[src/rtl/demux_dispatcher.sv]
// Single-entry dispatcher: holds one upstream item and offers it to one of four
// channels, chosen round-robin or directed, counting deliveries per channel.
//
// state | meaning
// EMPTY | no item held, out_valid all-zero, out_data keeps its last value
// FULL  | one item held, offered on its latched target channel only
module demux_dispatcher #(
  parameter int DATA_W = 8
) (
  input  logic              clk,
  input  logic              rst_n,
  input  logic              en,
  input  logic              flush,
  input  logic              mode,
  input  logic              in_valid,
  input  logic [1:0]        in_sel,
  input  logic [DATA_W-1:0] in_data,
  output logic              in_ready,
  input  logic [3:0]        out_ready,
  output logic [3:0]        out_valid,
  output logic [DATA_W-1:0] out_data,
  output logic [1:0]        rr_ptr,
  output logic [31:0]       disp_cnt
);

  typedef enum logic {
    EMPTY = 1'b0,
    FULL  = 1'b1
  } state_t;

  state_t              state_q, state_d;
  logic [1:0]          tgt_q, tgt_d;
  logic [DATA_W-1:0]   data_q, data_d;
  logic [1:0]          rr_q, rr_d;
  logic [31:0]         cnt_q, cnt_d;
  logic                in_fire;
  logic                out_fire;

  always_ff @(posedge clk) begin
    if (!rst_n) begin
      state_q <= EMPTY;
      tgt_q   <= 2'd0;
      data_q  <= '0;
      rr_q    <= 2'd0;
      cnt_q   <= 32'd0;
    end else begin
      state_q <= state_d;
      tgt_q   <= tgt_d;
      data_q  <= data_d;
      rr_q    <= rr_d;
      cnt_q   <= cnt_d;
    end
  end

  always_comb begin
    out_valid = 4'b0000;
    if (state_q == FULL) begin
      out_valid = 4'b0001 << tgt_q;
    end
    out_fire = |(out_valid & out_ready);
    in_ready = en & ~flush & ((state_q == EMPTY) | out_fire);
    in_fire  = in_valid & in_ready;

    state_d = state_q;
    tgt_d   = tgt_q;
    data_d  = data_q;
    rr_d    = rr_q;
    cnt_d   = cnt_q;

    // A flushed item is dropped uncounted even if its channel was ready.
    if (flush) begin
      state_d = EMPTY;
    end else begin
      if (out_fire) begin
        state_d = EMPTY;
        case (tgt_q)
          2'd0:    cnt_d[7:0]   = cnt_q[7:0]   + 8'd1;
          2'd1:    cnt_d[15:8]  = cnt_q[15:8]  + 8'd1;
          2'd2:    cnt_d[23:16] = cnt_q[23:16] + 8'd1;
          default: cnt_d[31:24] = cnt_q[31:24] + 8'd1;
        endcase
      end
      if (in_fire) begin
        state_d = FULL;
        data_d  = in_data;
        tgt_d   = mode ? in_sel : rr_q;
        if (!mode) begin
          rr_d = rr_q + 2'd1;
        end
      end
    end
  end

  assign out_data = data_q;
  assign rr_ptr   = rr_q;
  assign disp_cnt = cnt_q;

endmodule

[config.mk]
export PLATFORM = sky130hd
export DESIGN_NAME = demux_dispatcher
export DESIGN_NICKNAME = d
export VERILOG_FILES = /design/src/rtl/demux_dispatcher.sv
export SDC_FILE = /design/constraint.sdc
export NUM_CORES = 1
export LEC_CHECK = 0
export BUFFER_PORTS_ARGS = -buffer_cell sky130_fd_sc_hd__buf_2
export CAP_MARGIN = 10
export CORE_AREA = 4 4 71 73
export CTS_CLUSTER_DIAMETER = 150
export DETAILED_ROUTE_END_ITERATION = 10
export DIE_AREA = 0 0 75 77
export PLACE_DENSITY = 0.85
export REMOVE_ABC_BUFFERS = 1
export SYNTH_ARGS = -nofsm -noshare
export SYNTH_HDL_FRONTEND = slang
export SYNTH_SLANG_ARGS = --single-unit
export TNS_END_PERCENT = 100
[constraint.sdc]
create_clock -name clk -period 2 [get_ports clk]
set_input_delay 0.5 -clock clk [delete_from_list [all_inputs] [get_ports clk]]
set_output_delay 0.5 -clock clk [all_outputs]
set_load 0.02 [all_outputs]
==> flow_metrics.env, run 1 <==
export IMPL_start_util_pct=49.3
export IMPL_cp_slowest_cell="dfxtp_4"
export IMPL_hpwl_um=3480
export IMPL_synth_cells=238
export IMPL_antenna_found_initial=0
export IMPL_fill_cells=391
export IMPL_slew_viol_final=0
export IMPL_insertion_delay_ps=290
export IMPL_dr_pass1_iters=4
export IMPL_track_usage_pct=16.3
export IMPL_area_growth_pct=27.4
export IMPL_stdcell_count=363
export IMPL_yosysWarningCount=0
export IMPL_vdd_drop_max_uv=366
export IMPL_grt_pass1_wl_um=7560
export IMPL_clock_sinks=45
export IMPL_endpoint_kind="primary output"
export IMPL_crit_buf_inv=1
export IMPL_yosysSeqAreaShare_pct=42.0
export IMPL_finalSetupTns_ps=0
export IMPL_ant_nets=0
export IMPL_routed_wl_um=4700
export IMPL_post_place_ws_ps=88.9
export IMPL_r2r_start="tgt_q[0]"
export IMPL_post_place_cells=354
export IMPL_grt_ovfl_total=0
export IMPL_n_antenna_cell=0
export IMPL_clockBufferDepth=2
export IMPL_worstHoldStart="in_data[7]"
export IMPL_dieWidth_um=75
export IMPL_io_pin_count=67
export IMPL_worstPathMaxFanout=6
export IMPL_synth_async_reset_ratio_pct=0
export IMPL_tritoncts="done"
export IMPL_crit_start="tgt_q[0]"
export IMPL_power_density_nw_per_um2=633
export IMPL_critPathTopFamily="flip-flops"
export IMPL_core_area_um2=4350
export IMPL_hold_path_class="in2reg"
export IMPL_tightest_slew_ps=240
export IMPL_initialDrtViolationCount=56
export IMPL_ys_ff_latch=45
export IMPL_postSynthAreaPerCell_um2=9.01
export IMPL_multiInputGateArea_um2=1210
export IMPL_drive_above_1_share_pct=30.5
export IMPL_wl_per_cell_um=12.9
export IMPL_rsz0062_at_grt="false"
export IMPL_seqCellArea_um2=907
export IMPL_syn_area_um2=2140
export IMPL_cp_required_ps=1500
export IMPL_cts_root_buf="clkbuf_8"
export IMPL_timing_hold_ws_ps=415
export IMPL_synthDistinctLibCells=38
export IMPL_max_freq_ghz=0.521
export IMPL_skew_ps=7.38
export IMPL_slowest_delay_ps=410
export IMPL_hold_viol=0
export IMPL_grt_pass1_vias=1648
export IMPL_vias_per_cell=5.25
export IMPL_rows=24
export IMPL_post_route_period_util_pct=96.0
export IMPL_power_total_mw=1.73
export IMPL_die_h_um=77
export IMPL_cts_clk_slew_worst_paths_ps=80
export IMPL_crit_type="reg2out"
export IMPL_start_kind="register"
export IMPL_cap_violations=0
export IMPL_synth_edf_count=0
export IMPL_htreeDepth=2
export IMPL_synth_ff_type="dfxtp_1"
export IMPL_slew_headroom_pct=83.8
export IMPL_cp_cell_sequence="mux2i_4, a22oi_2, and3b_1, buf_2"
export IMPL_fin_crit_ps=1920
export IMPL_setup_viol=0
export IMPL_numPortBuffers=66
export IMPL_routabilityCongestion=0.851
export IMPL_holdBufCountCts=0
export IMPL_fin_ws_ps=79.5
export IMPL_cts_buffers=5
export IMPL_nets=334
export IMPL_status="finished clean"
export IMPL_grt_max_degree=58
export IMPL_die_area_um2=5780
export IMPL_route_detailed_drc=0
export IMPL_via_count=1907
export IMPL_leakage_nw=1.26
export IMPL_cp_arrival_ps=1420
==> metrics by stage <==
step	util [%]	instance area, µm²
2_1_floorplan	-	2090
3_3_place_gp	59.1	2570
3_5_place_dp	59.1	2570
4_1_cts	62.3	2710
5_1_grt	62.7	2730
6_report	62.7	2730
==> cell families after synthesis <==
kind of cell    count (synthesis)  synth area share, %
fa+ha+maj                       4                 2.33
simple gates                  117                 31.4
flops                          45                 42.0
xor+xnor                       22                 8.99
mux                             4                 1.87
compound gates                 32                 10.4
buf+inv                        14                 2.98
==> registers in the layout, indices dropped and copies added, names as in the netlist <==
name	cells
disp_cnt	32
out_data	8
rr_ptr	2
tgt_q	2
state_q	1
==> synth_stat cells (4+ instances only) <==
cell type / instances / area (µm²)
ha_1: 4 / 50.1
nand2_1: 27 / 101
o211ai_1: 4 / 30.0
nand2b_1: 5 / 31.3
a21boi_0: 6 / 45.0
and2_1: 27 / 169
o21ai_0: 10 / 50.1
xnor2_1: 19 / 166
dfxtp_1: 45 / 901
mux2i_1: 4 / 40.0
nand4_1: 8 / 50.1
nand3_1: 24 / 120
clkbuf_1: 8 / 30.0
and3_1: 8 / 50.1
==> report_power, final <==
part / internal [mW] / total, mW / switching [mW]
Sequential: 0.904 / 0.912 / 0.00874
Combinational: 0.0525 / 0.118 / 0.0659
Clock: 0.407 / 0.699 / 0.291
==> what timing repair did <==
action	CTS	global route
endpoints found under the setup margin	1	3
hold endpoints to repair	0	0
setup buffers	0	1
resized for setup	6	4
pin swaps	0	1
==> layout by cell type, fill, tap and decap left out, types with 2 or more instances in the layout <==
| master | n |
|---|---|
| ha_1 | 4 |
| dfxtp_1 | 42 |
| buf_4 | 9 |
| or3_1 | 2 |
| o211a_1 | 2 |
| xor2_1 | 3 |
| nand4_1 | 8 |
| o211ai_1 | 4 |
| and4_1 | 2 |
| and3_1 | 8 |
| nor3_1 | 2 |
| o21ai_0 | 10 |
| xnor2_1 | 19 |
| o21a_1 | 2 |
| nand2b_1 | 5 |
| buf_2 | 66 |
| a21oi_1 | 2 |
| dfxtp_2 | 2 |
| nand2_1 | 27 |
| a21boi_0 | 6 |
| nand3_1 | 24 |
| nor2b_1 | 2 |
| o31ai_1 | 3 |
| and2_1 | 27 |
| inv_1 | 2 |
| clkbuf_8 | 6 |
| mux2i_4 | 2 |
| mux2i_1 | 2 |
==> worst min-delay path, delay by kind of cell <==
kind                   cells  cell delay, ps
AO/OA/AOI/OAI              1              60
buffers and inverters      1              70
AND/OR/NAND/NOR            1              50
==> metal layers <==
metal / GRT usage (%) / routed length [µm] / vias to the layer above
li1: - / - / 978
met4: 4.27 / 44 / 0
met2: 24.1 / 2080 / 52
met3: 4.18 / 341 / 5
met5: 0 / 0 / -
met1: 23.2 / 2230 / 872
==> area by class of cell <==
class	count	share of cell area [%]
timing repair buffer	77	15.5
inverter	2	0.275
clock inverter	1	1.10
clock buffer	7	3.16
sequential	45	33.2
tap	52	2.38
multi-input combinational	179	44.4
==> worst paths after layout <==
check	end	slack, ps	cells after the start
setup / recovery	in_ready	80	4
hold / removal	out_data[7]	410	3
setup reg to reg	disp_cnt[7]	280	5
hold reg to reg	out_data[1]	460	2
No activity file was read; power rests on OpenSTA's default activity.
==> run 2: changes to the inputs <==
--- a/config.mk
+++ b/config.mk
@@ -7,11 +7,11 @@
 export LEC_CHECK = 0
 export BUFFER_PORTS_ARGS = -buffer_cell sky130_fd_sc_hd__buf_2
 export CAP_MARGIN = 10
-export CORE_AREA = 4 4 71 73
+export CORE_AREA = 2 2 69 71
 export CTS_CLUSTER_DIAMETER = 150
 export DETAILED_ROUTE_END_ITERATION = 10
-export DIE_AREA = 0 0 75 77
-export PLACE_DENSITY = 0.85
+export DIE_AREA = 0 0 71 73
+export PLACE_DENSITY_LB_ADDON = 0.05
 export REMOVE_ABC_BUFFERS = 1
 export SYNTH_ARGS = -nofsm -noshare
 export SYNTH_HDL_FRONTEND = slang
==> run 2 against run 1 <==
  * Sequential power about the same
  * Core utilization decreased by 3.0 points
  * Worst setup slack improved by 7.1 ps
  * Global-route usage is 0.69 points higher
  * Clock skew decreased by 1.1 ps
  * Final cell count fell by 0.55%
  * Wire length down 8.0%
  * Non-clock buffer count shrank 4
  * Power is 0.32% higher
  * Register-to-register slack improved by 120 ps
  * Maximum frequency up 0.37%
  * Critical endpoint unchanged
  * Largest power group unchanged
  * Highest routed layer unchanged
==> flow_metrics.env, run 2 (same netlist as run 1, synthesis figures left out) <==
export IMPL_status="finished clean"
export IMPL_drive_above_1_share_pct=29.6
export IMPL_setup_viol=0
export IMPL_slew_viol_final=0
export IMPL_rows=25
export IMPL_switching_power_mw=0.374
export IMPL_vdd_drop_max_uv=395
export IMPL_initialDrtViolationCount=67
export IMPL_area_growth_pct=26.4
export IMPL_die_h_um=73
export IMPL_grt_ovfl_total=0
export IMPL_endpoint_kind="primary output"
export IMPL_cp_depth=4
export IMPL_cp_required_ps=1500
export IMPL_routabilityCongestion=0.776
export IMPL_worstPathMaxFanout=6
export IMPL_worstHoldStart="in_data[4]"
export IMPL_internal_power_mw=1.36
export IMPL_hold_path_class="in2reg"
export IMPL_whs_endpoint="out_data[4]"
export IMPL_slowest_delay_ps=410
export IMPL_post_place_ws_ps=144
export IMPL_track_usage_pct=17.0
export IMPL_clockBufferDepth=2
export IMPL_cts_clk_slew_worst_paths_ps=80
export IMPL_htreeDepth=2
export IMPL_power_total_mw=1.74
export IMPL_finalSetupTns_ps=0
export IMPL_n_antenna_cell=0
export IMPL_via_count=1859
export IMPL_cap_violations=0
export IMPL_post_place_cells=353
export IMPL_rsz0062_at_grt="false"
export IMPL_largest_reg_flops=32
export IMPL_stdcell_count=361
export IMPL_numPortBuffers=66
export IMPL_crit_buf_inv=1
export IMPL_clock_sinks=45
export IMPL_r2r_start="tgt_q[0]"
export IMPL_multiInputGateArea_um2=1200
export IMPL_clockPowerShare_pct=40.9
export IMPL_slew_headroom_pct=82.5
export IMPL_fill_cells=436
export IMPL_final_cell_mix="buf_2 (66), dfxtp_1 (42), and2_1 (27), nand2_1 (27), nand3_1 (24)"
export IMPL_p_sw_share_pct=21.6
export IMPL_io_pin_count=67
export IMPL_fin_ws_ps=86.6
export IMPL_dieWidth_um=71
export IMPL_hpwl_um=3080
export IMPL_grt_pass1_vias=1607
export IMPL_insertion_delay_ps=300
export IMPL_utilization_pct=59.8
export IMPL_tritoncts="done"
export IMPL_power_share_combinational_pct=6.5
export IMPL_r2r_end="disp_cnt[31]"
export IMPL_cp_cell_sequence="mux2i_4, a22oi_2, and3b_1, buf_2"
export IMPL_antenna_found_initial=0
export IMPL_grt_pass1_wl_um=7010
export IMPL_start_util_pct=47.3
export IMPL_final_area_um2=2710
export IMPL_route_detailed_drc=0
export IMPL_grt_max_degree=58
export IMPL_cts_buffers=5
export IMPL_min_path_cells=3
export IMPL_wl_per_cell_um=12.0
export IMPL_cts_root_buf="clkbuf_8"
export IMPL_dr_pass1_iters=4
export IMPL_p_seq_share_pct=52.6
export IMPL_timing_hold_ws_ps=410
export IMPL_nets=330
export IMPL_vias_per_cell=5.15
export IMPL_place_area_um2=2560
export IMPL_skew_ps=6.24
export IMPL_rr_worst_depth=5
export IMPL_power_density_nw_per_um2=640
export IMPL_leakage_nw=1.24
export IMPL_core_area_um2=4540
export IMPL_ant_nets=0
export IMPL_die_area_um2=5180
export IMPL_crit_type="reg2out"
export IMPL_seqCellArea_um2=907
export IMPL_cp_slowest_cell="dfxtp_4"
export IMPL_cp_arrival_ps=1410
export IMPL_ff2ff_setup_slack_ps=400
export IMPL_critPathTopFamily="flip-flops"
export IMPL_hold_viol=0
export IMPL_start_kind="register"
export IMPL_fin_crit_ps=1910
export IMPL_post_cts_repair_setup_buffers=0
export IMPL_max_freq_ghz=0.523
export IMPL_tightest_slew_ps=259
export IMPL_routed_wl_um=4320
export IMPL_mostFrequentLayoutCell="buf_2"
export IMPL_post_route_period_util_pct=95.7
## run 2: worst max path at each step
| stage | to | slack [ps] | start |
|---|---|---|---|
| floorplan | rr_ptr[0] | 100 | tgt_q[0] |
| global placement | in_ready | 160 | out_ready[3] |
| detailed placement | in_ready | 140 | out_ready[3] |
| CTS | in_ready | 20 | state_q |
| global route | in_ready | 20 | tgt_q[1] |
| finish | in_ready | 90 | tgt_q[0] |
## run 2: timing repair
action,in CTS,in global routing
gates resized for setup,2,7
hold buffers,0,0
pin swaps,0,1
endpoints found under the setup margin,1,1
gates cloned,0,0
## run 2: worst reg2reg max path, delay by kind of cell (launching register included)
kind                   cells  cell delay (ps)
buffers and inverters      1              150
AND/OR/NAND/NOR            2              460
AO/OA/AOI/OAI              2              490
flip-flops                 1              410
## run 2: cell type report
cell class | count | area share, %
well taps | 54 | 2.49
clock buffers | 7 | 3.19
multi-input cells | 179 | 44.4
inverters | 2 | 0.277
clock inverters | 1 | 1.11
repair buffers | 73 | 15.1
flip-flops and latches | 45 | 33.5
## run 2: per-layer routing
| layer | vias up | wire length, µm | GRT usage (%) |
|---|---|---|---|
| met5 | - | 0 | 0 |
| met4 | 0 | 68 | 6.92 |
| met3 | 7 | 215 | 4.28 |
| met2 | 43 | 1890 | 27.1 |
| met1 | 830 | 2150 | 22.0 |
| li1 | 979 | - | - |
## run 2: power groups by stage
stage / Combinational (mW) / Sequential, mW / Clock [mW]
detailed placement: 0.108 / 0.933 / 0
finish: 0.113 / 0.912 / 0.710
global route: 0.124 / 0.914 / 0.766
global placement: 0.108 / 0.933 / 0
CTS: 0.110 / 0.912 / 0.736
floorplan: 0.0313 / 0.941 / 0
